[config.mk]
export PLATFORM = sky130hd
export DESIGN_NAME = req_grant_requester
export DESIGN_NICKNAME = d
export VERILOG_FILES = /design/src/rtl/req_grant_requester.sv
export SDC_FILE = /design/constraint.sdc
export NUM_CORES = 1
export LEC_CHECK = 0
export ABC_AREA = 1
export CAP_MARGIN = 40
export CORE_MARGIN = 5
export CORE_UTILIZATION = 40
export CTS_CLUSTER_SIZE = 8
export DETAILED_ROUTE_END_ITERATION = 10
export HOLD_SLACK_MARGIN = 0.03
export MAX_ROUTING_LAYER = met4
export PLACE_DENSITY = 0.71
export REMOVE_ABC_BUFFERS = 1
export SLEW_MARGIN = 30
export SYNTH_ARGS = -nofsm -noshare
export SYNTH_HDL_FRONTEND = slang
export SYNTH_SLANG_ARGS = --single-unit
export TNS_END_PERCENT = 50
[constraint.sdc]
create_clock -name clk_i -period 3.1 [get_ports clk_i]
set_input_delay 0.31 -clock clk_i [delete_from_list [all_inputs] [get_ports clk_i]]
set_output_delay 0.31 -clock clk_i [all_outputs]
set_load 0.02 [all_outputs]
[src/rtl/req_grant_requester.sv]
// Requester side of a single-cycle req/grant payload interface. One token is
// outstanding at a time. Granted payloads are queued with their tags in a
// small result FIFO that feeds a valid/ready consumer.
module req_grant_requester #(
    parameter int unsigned payload_width  = 32,
    parameter int unsigned tag_width      = 4,
    parameter int unsigned fifo_depth     = 4,  // power of two, 2..16
    parameter int unsigned timeout_cycles = 16  // >= 1
) (
    input  logic                     clk_i,
    input  logic                     rst_i,
    input  logic                     issue_valid_i,
    input  logic [tag_width-1:0]     issue_tag_i,
    output logic                     issue_ready_o,
    input  logic                     flush_i,
    output logic                     req_o,
    input  logic                     grant_i,
    input  logic [payload_width-1:0] payload_i,
    output logic                     m_valid_o,
    input  logic                     m_ready_i,
    output logic [payload_width-1:0] m_payload_o,
    output logic [tag_width-1:0]     m_tag_o,
    output logic                     busy_o,
    output logic                     wait_timeout_o
);

    localparam int unsigned AddrW = $clog2(fifo_depth);
    localparam int unsigned PtrW  = AddrW + 1;
    localparam int unsigned CntW  = $clog2(timeout_cycles + 1);

    localparam logic [CntW-1:0] WaitMax = CntW'(timeout_cycles);

    typedef enum logic {StIdle, StReq} state_e;

    state_e               state_q;
    logic                 req_q;
    logic [tag_width-1:0] tag_q;
    logic [CntW-1:0]      wait_cnt_q;
    logic                 timeout_q;

    logic [PtrW-1:0]          wr_ptr_q;
    logic [PtrW-1:0]          rd_ptr_q;
    logic [payload_width-1:0] pay_mem_q [fifo_depth];
    logic [tag_width-1:0]     tag_mem_q [fifo_depth];

    logic fifo_empty;
    logic fifo_full;
    logic accept;
    logic push;
    logic pop;

    // Full when the pointers differ only in their wrap bit.
    assign fifo_empty = (wr_ptr_q == rd_ptr_q);
    assign fifo_full  = (wr_ptr_q[AddrW] != rd_ptr_q[AddrW]) &&
                        (wr_ptr_q[AddrW-1:0] == rd_ptr_q[AddrW-1:0]);

    // Space is reserved at accept, so a grant push can never overflow.
    assign issue_ready_o = (state_q == StIdle) && !fifo_full;
    assign accept        = issue_valid_i && issue_ready_o;
    assign push          = (state_q == StReq) && grant_i;
    assign pop           = !fifo_empty && m_ready_i;

    assign req_o          = req_q;
    assign busy_o         = req_q;
    assign wait_timeout_o = timeout_q;
    assign m_valid_o      = !fifo_empty;
    assign m_payload_o    = pay_mem_q[rd_ptr_q[AddrW-1:0]];
    assign m_tag_o        = tag_mem_q[rd_ptr_q[AddrW-1:0]];

    // Request FSM: accept a token, hold req until grant or flush; grant beats flush.
    always_ff @(posedge clk_i) begin
        if (rst_i) begin
            state_q    <= StIdle;
            req_q      <= 1'b0;
            tag_q      <= '0;
            wait_cnt_q <= '0;
            timeout_q  <= 1'b0;
        end else begin
            case (state_q)
                StIdle: begin
                    if (accept) begin
                        state_q    <= StReq;
                        req_q      <= 1'b1;
                        tag_q      <= issue_tag_i;
                        wait_cnt_q <= '0;
                    end
                end
                StReq: begin
                    if (grant_i) begin
                        state_q <= StIdle;
                        req_q   <= 1'b0;
                    end else begin
                        if (wait_cnt_q < WaitMax) begin
                            wait_cnt_q <= wait_cnt_q + CntW'(1);
                        end
                        // This cycle brings the wait count up to the limit.
                        if (wait_cnt_q >= WaitMax - CntW'(1)) begin
                            timeout_q <= 1'b1;
                        end
                        if (flush_i) begin
                            state_q <= StIdle;
                            req_q   <= 1'b0;
                        end
                    end
                end
                default: begin
                    state_q <= StIdle;
                    req_q   <= 1'b0;
                end
            endcase
        end
    end

    // FIFO pointers; widths give natural wrap.
    always_ff @(posedge clk_i) begin
        if (rst_i) begin
            wr_ptr_q <= '0;
            rd_ptr_q <= '0;
        end else begin
            if (push) wr_ptr_q <= wr_ptr_q + PtrW'(1);
            if (pop)  rd_ptr_q <= rd_ptr_q + PtrW'(1);
        end
    end

    // FIFO storage, deliberately not reset.
    always_ff @(posedge clk_i) begin
        if (push) begin
            pay_mem_q[wr_ptr_q[AddrW-1:0]] <= payload_i;
            tag_mem_q[wr_ptr_q[AddrW-1:0]] <= tag_q;
        end
    end

endmodule

==> results of run 1 <==
[area by class of cell]
class,instances,area (um^2)
flip-flops and latches,164,4730
clock buffers,25,569
fillers,1262,7310
diodes,1,2.50
multi-input cells,267,1380
well taps,211,264
repair buffers,92,896
inverters,21,78.8
clock inverters,7,36.3
[report_power, final]
part	total (W)	switching, W	internal, W
clock network	0.00204	0.000777	0.00127
logic	0.000909	0.000535	0.000374
registers	0.00247	0.0000208	0.00245
total	0.00542	0.00133	0.00408
[sequential cells by signal, indices dropped and copies added, names as in the netlist, named ones only]
name            cells
wr_ptr_q            3
wait_cnt_q          5
pay_mem_q         128
rd_ptr_q            3
busy_o              1
tag_q               4
wait_timeout_o      1
state_q             1
tag_mem_q          16
[placed cells by master (no fill, tap or decap), types with 2 or more instances in the layout]
cell type / n
a21oi_1: 17
clkinv_2: 5
nand2_1: 22
o21ai_0: 75
nand3_2: 3
edfxtp_1: 144
inv_2: 5
nor2_1: 78
clkdlybuf4s50_1: 82
dfxtp_1: 19
nor2_4: 5
clkbuf_8: 5
o21ai_1: 5
o22ai_1: 36
clkbuf_16: 20
inv_1: 16
nand2_2: 5
buf_4: 10
ha_1: 7
nor3b_1: 2
nand3_1: 8
[kinds of logic after synthesis]
family | count (synthesis)
compound gates | 135
fa+ha+maj | 7
buf+inv | 46
flops | 164
simple gates | 125
[through the flow]
step	setup WS [ps]	instances	utilization (%)	cell area, um^2
after global placement	773	755	48.1	7340
final	347	788	52.1	7950
after CTS	319	787	52.1	7950
after global routing	190	788	52.1	7950
after detailed placement	790	755	48.1	7340
after floorplan	318	452	-	6150
[critical path: cells and delay by family, from the launching register on]
family          cells  cell delay (ps)
buf+inv             2             1220
compound gates      2              480
flops               1              330
[cell usage after synthesis]
cell / number
a21boi_1: 1
a21oi_1: 17
buf_1: 1
buf_2: 11
buf_4: 1
buf_6: 1
clkbuf_1: 11
dfxtp_1: 20
edfxtp_1: 144
ha_1: 7
inv_1: 16
inv_2: 5
nand2_1: 22
nand2_2: 5
nand3_1: 8
nand3_2: 3
nand3b_1: 1
nor2_1: 82
nor2_4: 1
nor3b_1: 2
o21ai_0: 75
o21ai_1: 5
o22ai_1: 36
o31ai_1: 1
or2_0: 1
[layer usage]
layer  track usage [%]  share of wire, %  vias up
met3              4.75               6.0       22
met5                 -                 0        -
met2              24.7                49      110
met1              17.5                43     1932
met4              6.33               1.6        0
li1                  -                 -     1917
[worst paths after layout]
path,startpoint,to,slack (ps),cells after the start
worst max register to register,state_q,pay_mem_q[3][23],1350,3
worst min-delay path,wait_timeout_o,wait_timeout_o,460,2
worst max-delay path,flop,m_tag_o[2],350,4
worst min register to register,wait_timeout_o,wait_timeout_o,460,2
==> qor.yml, run 1 <==
synthesis:
  post_synth_and_or_nand_nor_area_fraction_pct: 8.48
  synth_seq_area_share_pct: 75.4
  post-synth-top-area-fraction_pct: 69.0
  synth_xor_area_share_pct: 0
  mux_contribution_to_synthesized_area_pct: 0
  netlist.top_cell.by_area: "edfxtp_1"
  synth_cell_type_count: 25
  combinational_family_with_the_most_area_after_synthesis: "compound AO/OA/AOI/OAI gates"
  post_synthesis_instance_area_um2: 6270
  yosys_warnings: 0
  synth_seq_cells: 164
  post_synthesis_compound_gate_area_fraction_pct: 11.6
  postSynthAreaPerCell_um2: 13.1
  synth_top_cells_by_area: "edfxtp_1 (69%), dfxtp_1 (6.4%), o21ai_0 (6.0%)"
  mapped_cells: 477
  post_synthesis_share_of_cell_area_spent_on_full_adders_half_adders_and_majority_gates_pct: 1.40
run_status:
  run_status: "finished clean"
floorplan:
  std_cell_rows: 45
  initial_cell_density_of_the_core_pct: 41.1
  die_x_um: 135
  core-area_um2: 15300
  ios: 83
  floorplan.die.height_um: 135
  die_area_um2: 18300
timing:
  fmax_mhz: 363
  finalCriticalPeriod_ps: 2750
  hold-worst-slack_ps: 465
  timing.slew.headroom_pct: 54.6
  timing.final.setup_violations: 0
  final_hold_viols: 0
  final.setup.tns_ps: 0
  finClkSkew_ps: 7.58
  timing.final.max_slew_violations: 0
  fin_crit_share_pct: 88.8
  max_slew.worst_pin.slew_ps: 681
  grt_setup_unrepaired: "no"
setup_path:
  crit_path_cell_trace: "buf_4, o21ai_0, o22ai_1, clkdlybuf4s50_1"
  critical_path.startpoint_type: "flop"
  worst_ep_required_time_ps: 2790
  cp_data_arrival_time_ps: 2440
  critical_path.max_stage_delay_ps: 660
  setup.worst_path.class: "flop to output port"
  timing.critical_path.fanout_max: 72
  worst_path_max_delay_cell: "clkdlybuf4s50_1"
  timing.critical_path.to_type: "output port"
run:
  total_of_max_cap_violations: 0
global_route:
  globalRouteOverflowTotal: 0
  antenna_found_initial: 1
  grt_pass1_vias: 4058
  grt_first_pass_wirelength_mm: 20.5
  largest_net_degree_at_the_start_of_global_routing: 73
  gr-usage-all-layers_pct: 15.2
routing:
  drc: 0
  vias: 3981
  detail_route.wl_per_cell_um: 16.6
  wirelength_mm: 13.1
  drtAntennaViolNets: 0
  detail_route.iter0.violations: 228
  drt-pass1-iter-count: 4
  detail_route.vias_per_cell: 5.05
cts:
  cts.clk_slew.worst_paths_ps: 60
  clk_latency_ps: 420
  cts-htree-levels: 4
  cts_tree: "done"
  post_cts_gate_resize_count: 0
  cts_hold_buf: 0
  cts.root.buffer_cell: "clkbuf_16"
  cts_num_sinks: 164
  clock_tree_buf_depth: 2
  post-cts-setup-buffer-count: 0
  cts-buffers-inserted: 17
pwr:
  report.power.total_w: 0.00542
  vdd_drop_max_v: 0.000391
  static-leakage-power_nw: 2.68
  power.density_nw_per_um2: 682
finish:
  drive_above_1_share_pct: 10.4
  final_net_count: 612
  synthesis_to_layout_area_growth_pct: 26.8
worst_hold_path:
  hold_path_class: "flop to flop"
placement:
  dp.final_hpwl_mm: 7.87
  place.port_buffers: 82
  routabilityCongestion: 0.811
Note: power is estimated with default switching activity, not from simulation.
==> run 2: changes to the inputs <==
--- a/config.mk
+++ b/config.mk
@@ -5,8 +5,6 @@
 export SDC_FILE = /design/constraint.sdc
 export NUM_CORES = 1
 export LEC_CHECK = 0
-export ABC_AREA = 1
-export CAP_MARGIN = 40
 export CORE_MARGIN = 5
 export CORE_UTILIZATION = 40
 export CTS_CLUSTER_SIZE = 8
==> qor.yml, run 2 <==
timing:
  timing.final.max_slew_violations: 0  # unchanged
  final.setup.tns_ps: 0  # unchanged
  finalCriticalPeriod_ps: 2630  # was 2750 ps
  fin_crit_share_pct: 84.8  # was 88.8%
  timing.final.setup_violations: 0  # unchanged
  final_hold_viols: 0  # unchanged
  fmax_mhz: 380  # was 363 MHz
  timing.slew.headroom_pct: 62.4  # was 54.6%
  max_slew.worst_pin.slew_ps: 562  # was 681 ps
  finClkSkew_ps: 8.84  # was 7.58 ps
  grt_setup_unrepaired: "no"  # unchanged
global_route:
  antenna_found_initial: 0  # was 1
  grt_pass1_vias: 3360  # was 4058
  largest_net_degree_at_the_start_of_global_routing: 37  # was 73
  gr-usage-all-layers_pct: 13.9  # was 15.2%
  globalRouteOverflowTotal: 0  # unchanged
  grt_first_pass_wirelength_mm: 18.6  # was 20.5 mm
synthesis:
  yosys_warnings: 0  # unchanged
  netlist.top_cell.by_area: "edfxtp_1"  # unchanged
  synth_common_cells: "edfxtp_1 (144), mux4_2 (36), dfxtp_1 (20)"  # was edfxtp_1 (144), nor2_1 (82), o21ai_0 (75)
  synth_top_cells_by_area: "edfxtp_1 (69%), mux4_2 (13%), dfxtp_1 (6.4%)"  # was edfxtp_1 (69%), dfxtp_1 (6.4%), o21ai_0 (6.0%)
  synth_cell_type_count: 37  # was 25
  post_synthesis_instance_area_um2: 6280  # was 6270 um^2
  synth_seq_area_share_pct: 75.2  # was 75.4%
  yosysMostFrequentCell: "edfxtp_1"  # unchanged
  synth_async_sr_flop_share_pct: 0  # unchanged
  count_of_flip_flops_with_a_built_in_enable_after_synthesis: 144  # unchanged
  postSynthAreaPerCell_um2: 20.6  # was 13.1 um^2
  synth_seq_cells: 164  # unchanged
  post-synth-top-area-fraction_pct: 68.8  # was 69.0%
  synth-main-ff-cell: "edfxtp_1"  # unchanged
  mapped_cells: 305  # was 477
setup_path:
  worst_ep_required_time_ps: 2790  # about the same
  timing.critical_path.to_type: "output port"  # unchanged
  setup.worst_path.class: "flop to output port"  # unchanged
  path_delay_family: "buffers and inverters"  # unchanged
  critical_path.startpoint_type: "flop"  # unchanged
  worst_path_max_delay_cell: "mux4_2"  # was clkdlybuf4s50_1
  cp_data_arrival_time_ps: 2320  # was 2440 ps
  timing.critical_path.fanout_max: 31  # was 72
  crit_path_cell_trace: "buf_12, mux4_2, clkdlybuf4s50_1"  # was buf_4, o21ai_0, o22ai_1, clkdlybuf4s50_1
  crit_buf_inv: 2  # unchanged
  critical_path.max_stage_delay_ps: 560  # was 660 ps
routing:
  vias: 3106  # was 3981
  detail_route.wl_per_cell_um: 18.7  # was 16.6 um
  detail_route.vias_per_cell: 4.99  # was 5.05
  wirelength_mm: 11.7  # was 13.1 mm
  drt-pass1-iter-count: 4  # unchanged
  detail_route.iter0.violations: 195  # was 228
  drc: 0  # unchanged
  drtAntennaViolNets: 0  # unchanged
finish:
  number_of_flip_flops_under_the_largest_register_name: 128  # unchanged
  drive_above_1_share_pct: 20.6  # was 10.4%
  final_net_count: 449  # was 612
  final_cell_mix: "edfxtp_1 (144), clkdlybuf4s50_1 (82), mux4_2 (36)"  # was edfxtp_1 (144), clkdlybuf4s50_1 (82), nor2_1 (78)
  finish.utilization_pct: 52.5  # was 52.1%
  layout_commonest_cell: "edfxtp_1"  # unchanged
  num_antenna_cells: 0  # was 1
  synthesis_to_layout_area_growth_pct: 27.9  # was 26.8%
cts:
  cts-buffers-inserted: 17  # unchanged
  post-cts-setup-buffer-count: 0  # unchanged
  post_cts_gate_resize_count: 0  # unchanged
  clk_latency_ps: 410  # was 420 ps
  cts.root.buffer_cell: "clkbuf_16"  # unchanged
  cts_hold_buf: 0  # unchanged
  clock_tree_buf_depth: 2  # unchanged
  cts.clk_slew.worst_paths_ps: 60  # about the same
  cts-htree-levels: 4  # unchanged
  cts_tree: "done"  # unchanged
  cts_num_sinks: 164  # unchanged
floorplan:
  die_x_um: 135  # about the same
  std_cell_rows: 45  # unchanged
  initial_cell_density_of_the_core_pct: 41.0  # was 41.1%
  ios: 83  # unchanged
  die_area_um2: 18300  # about the same
  floorplan.die.height_um: 135  # about the same
  core-area_um2: 15300  # about the same
run:
  total_of_max_cap_violations: 0  # unchanged
placement:
  dp.final_hpwl_mm: 7.44  # was 7.87 mm
  routabilityCongestion: 0.721  # was 0.811
  place.port_buffers: 82  # unchanged
pwr:
  vdd_drop_max_v: 0.000391  # about the same
  static-leakage-power_nw: 2.60  # was 2.68 nW
  power.density_nw_per_um2: 680  # was 682 nW/um^2
run_status:
  run_status: "finished clean"  # unchanged
worst_hold_path:
  hold_path_class: "flop to flop"  # unchanged
run 2: cell count changes in the layout (fill, tap and decap cells not counted), moves of 9 or more:
| cell | previous run | this run |
|---|---|---|
| o21ai_0 | 75 | 2 |
| nand2_1 | 22 | 5 |
| a21oi_1 | 17 | 5 |
| nor2_1 | 78 | 6 |
| nand2b_1 | 0 | 11 |
| inv_1 | 16 | 7 |
| o22ai_1 | 36 | 0 |
| mux4_2 | 0 | 36 |
run 2: layer usage:
layer | wire, um | GRT usage (%) | vias to the layer above
met1 | 5040 | 17.5 | 1578
met4 | 117 | 4.09 | 0
met5 | 0 | - | -
li1 | - | - | 1431
met2 | 5920 | 22.2 | 86
met3 | 594 | 3.90 | 11
run 2: tightest hold or removal path: stages, from the launching register on:
cell,delay [ps]
dfxtp_1,310
inv_1,50
a21oi_1,50
run 2: kinds of logic (layout without fill, tap and decap cells):
family / Yosys count / count (layout) / share of synthesized area, %
AOI/OAI and AO/OA: 24 / 24 / 3.09
xor gates and xnor gates: 8 / 8 / 1.12
adders and majority gates: 7 / 7 / 1.39
buffers and inverters: 22 / 129 / 1.71
DFF: 164 / 164 / 75.2
muxes: 43 / 43 / 14.1
and+or+nand+nor: 37 / 37 / 3.43
run 2: final timing paths:
path | startpoint | end | slack (ps) | cells past startpoint
setup reg to reg | state_q | tag_mem_q[0][3] | 1300 | 2
hold / removal | wait_timeout_o | wait_timeout_o | 450 | 2
hold reg to reg | wait_timeout_o | wait_timeout_o | 450 | 2
setup / recovery | flop | m_payload_o[15] | 470 | 3
run 2: final cells by class:
type,instances,area (um^2)
fillers,1248,7280
flip-flops and latches,164,4730
multi-input cells,119,1460
repair buffers,91,926
clock buffers,18,429
well taps,211,264
clock inverters,13,205
inverters,7,26.3
run 2: power breakdown:
group,switching (W),total [W],internal (W)
Combinational,0.000347,0.000743,0.000396
Clock,0.000802,0.00223,0.00142
Sequential,0.0000394,0.00249,0.00245
Total,0.00119,0.00546,0.00427
run 2: per-stage QoR:
step | instance area (um^2) | worst slack (ps) | power (W) | cells | hold WS [ps]
finish | 8030 | 470 | 0.00546 | 623 | 455
global route | 8030 | 336 | 0.00566 | 623 | 478
CTS | 8030 | 408 | 0.00553 | 623 | 455
detailed placement | 7400 | 855 | 0.00329 | 592 | 451
global placement | 7400 | 869 | 0.00329 | 592 | 436
floorplan | 6200 | 457 | 0.00295 | 290 | 379
==> run 3: changes to the inputs <==
--- a/config.mk
+++ b/config.mk
@@ -11,7 +11,7 @@
 export DETAILED_ROUTE_END_ITERATION = 10
 export HOLD_SLACK_MARGIN = 0.03
 export MAX_ROUTING_LAYER = met4
-export PLACE_DENSITY = 0.71
+export PLACE_DENSITY = 0.73
 export REMOVE_ABC_BUFFERS = 1
 export SLEW_MARGIN = 30
 export SYNTH_ARGS = -nofsm -noshare
==> constraint.sdc (replaced) <==
create_clock -name clk_i -period 2.2 [get_ports clk_i]
set_input_delay 0.22 -clock clk_i [delete_from_list [all_inputs] [get_ports clk_i]]
set_output_delay 0.22 -clock clk_i [all_outputs]
set_load 0.02 [all_outputs]
==> qor.yml, run 3 (synthesis gave the netlist of run 2 again) <==
pwr:
  report.power.total_w: 0.00748  # was 0.00546 W
  power.density_nw_per_um2: 924  # was 680 nW/um^2
  static-leakage-power_nw: 2.69  # was 2.60 nW
  vdd_drop_max_v: 0.000567  # was 0.000391 V
routing:
  drt-pass1-iter-count: 4  # unchanged
  drc: 0  # unchanged
  drtAntennaViolNets: 0  # unchanged
  detail_route.vias_per_cell: 5.02  # was 4.99
  detail_route.wl_per_cell_um: 18.3  # was 18.7 um
  wirelength_mm: 11.5  # was 11.7 mm
  vias: 3151  # was 3106
  detail_route.iter0.violations: 212  # was 195
timing:
  max_slew.worst_pin.slew_ps: 477  # was 562 ps
  finClkSkew_ps: 9.69  # was 8.84 ps
  timing.final.max_slew_violations: 0  # unchanged
  grt_setup_unrepaired: "no"  # unchanged
  timing.final.setup_violations: 0  # unchanged
  fmax_mhz: 470
  finalCriticalPeriod_ps: 2130
  final.setup.tns_ps: 0  # unchanged
  final_hold_viols: 0  # unchanged
  timing.slew.headroom_pct: 68.2  # was 62.4%
  fin_crit_share_pct: 96.7
cts:
  cts-buffers-inserted: 17  # unchanged
  cts_tree: "done"  # unchanged
  clock_tree_buf_depth: 2  # unchanged
  cts_num_sinks: 164  # unchanged
  cts.root.buffer_cell: "clkbuf_16"  # unchanged
  cts_hold_buf: 0  # unchanged
  clk_latency_ps: 420  # was 410 ps
  cts.clk_slew.worst_paths_ps: 70  # was 60 ps
  cts-htree-levels: 4  # unchanged
  post-cts-setup-buffer-count: 0  # unchanged
setup_path:
  crit_buf_inv: 2  # unchanged
  path_delay_family: "buffers and inverters"  # unchanged
  reg2reg_depth: 3  # was 2
  cp_data_arrival_time_ps: 1910  # was 2320 ps
  worst_path_max_delay_cell: "mux4_2"  # unchanged
  timing.critical_path.to_type: "output port"  # unchanged
  crit_path_cell_trace: "clkbuf_16, mux4_2, dlygate4sd2_1"  # was buf_12, mux4_2, clkdlybuf4s50_1
  setup.worst_path.class: "flop to output port"  # unchanged
  critical_path.startpoint_type: "flop"  # unchanged
  reg2reg_to: "tag_q[2]"  # was tag_mem_q[0][3]
  timing.critical_path.fanout_max: 9  # was 31
  critical_path.max_stage_delay_ps: 510  # was 560 ps
  worst_case_register_to_register_setup_slack_ps: 590  # was 1300 ps
  worstReg2RegStart: "wr_ptr_q[1]"  # was state_q
  worst_ep_required_time_ps: 1980  # was 2790 ps
finish:
  finish.utilization_pct: 52.9  # was 52.5%
  number_of_flip_flops_under_the_largest_register_name: 128  # unchanged
  final_area_um2: 8100  # was 8030 um^2
  num_antenna_cells: 0  # unchanged
  final_cell_mix: "edfxtp_1 (144), clkdlybuf4s50_1 (45), mux4_2 (36), dlygate4sd2_1 (36), clkbuf_16 (19)"  # was edfxtp_1 (144), clkdlybuf4s50_1 (82), mux4_2 (36)
  final-instance-count-excl-fill: 628  # was 623
  layout_commonest_cell: "edfxtp_1"  # unchanged
  synthesis_to_layout_area_growth_pct: 28.9  # was 27.9%
  fillerInstances: 1234  # was 1248
  final_net_count: 453  # was 449
  drive_above_1_share_pct: 22.3  # was 20.6%
worst_hold_path:
  worstHoldEndpoint: "tag_q[3]"  # was wait_timeout_o
  hold-path-cell-count: 3  # was 2
  hold_path_class: "input pin to flop"  # was flop to flop
  source_of_the_worst_hold_timing_path: "issue_tag_i[3]"  # was wait_timeout_o
floorplan:
  floorplan.die.height_um: 135  # unchanged
  ios: 83  # unchanged
  die_area_um2: 18300  # unchanged
  std_cell_rows: 45  # unchanged
  initial_cell_density_of_the_core_pct: 41.0  # unchanged
  core-area_um2: 15300  # unchanged
  die_x_um: 135  # unchanged
global_route:
  largest_net_degree_at_the_start_of_global_routing: 37  # unchanged
  grt_first_pass_wirelength_mm: 17.9  # was 18.6 mm
  grt_pass1_vias: 3356  # was 3360
  antenna_found_initial: 0  # unchanged
  globalRouteOverflowTotal: 0  # unchanged
  gr-usage-all-layers_pct: 13.5  # was 13.9%
placement:
  dp.final_hpwl_mm: 6.67  # was 7.44 mm
  routabilityCongestion: 0.727  # was 0.721
  place.port_buffers: 82  # unchanged
  numPlacedInstances: 593  # was 592
  detailed_place.area_um2: 7460  # was 7400 um^2
run:
  total_of_max_cap_violations: 0  # unchanged
run_status:
  run_status: "finished clean"  # unchanged
run 3: layout make-up:
| type | count | area, um^2 | share of cell area (%) |
|---|---|---|---|
| multi-input cells | 119 | 1460 | 18.1 |
| flip-flops and latches | 164 | 4730 | 58.4 |
| inverters | 7 | 26.3 | 0.325 |
| clock inverters | 15 | 170 | 2.10 |
| repair buffers | 95 | 1020 | 12.6 |
| clock buffers | 17 | 425 | 5.25 |
| well taps | 211 | 264 | 3.26 |
run 3: where the power goes:
part | switching (W) | total, W | internal (W)
logic | 0.000504 | 0.00104 | 0.000540
clock network | 0.00122 | 0.00293 | 0.00170
registers | 0.0000561 | 0.00351 | 0.00345
run 3: how the worst max path moves through the flow:
stage | startpoint | end | slack [ps] | cells after the start
finish | flop | m_payload_o[17] | 70 | 3
floorplan | flop | m_payload_o[0] | -350 | 1
detailed placement | flop | m_tag_o[1] | 190 | 3
global placement | flop | m_tag_o[1] | 200 | 3
global route | flop | m_payload_o[16] | 2 | 3
CTS | flop | m_tag_o[1] | -30 | 3
run 3: timing repair:
action                                  4_1_cts  5_1_grt
gates resized for setup                      37        3
hold endpoints to repair                      0        0
cloned                                        1        2
endpoints found under the setup margin       36       35
pin swaps                                     0        0
run 3: per-stage QoR:
stage,hold slack [ps],setup WS (ps)
floorplan,289,-353
global placement,436,197
detailed placement,462,191
CTS,371,-31.3
global route,381,1.97
finish,391,72.9
run 3: layer usage:
| metal | GRT usage (%) | up-vias | share of wire (%) |
|---|---|---|---|
| li1 | - | 1440 | - |
| met1 | 16.1 | 1614 | 42 |
| met2 | 21.7 | 82 | 51 |
| met3 | 4.38 | 15 | 5.4 |
| met4 | 5.04 | 0 | 1.3 |
| met5 | - | - | 0 |
run 3: worst register-to-register path: stages, from the launching register on:
cell     delay [ps]
dfxtp_1         460
xor2_1          320
o311a_1         520
mux2i_1         240
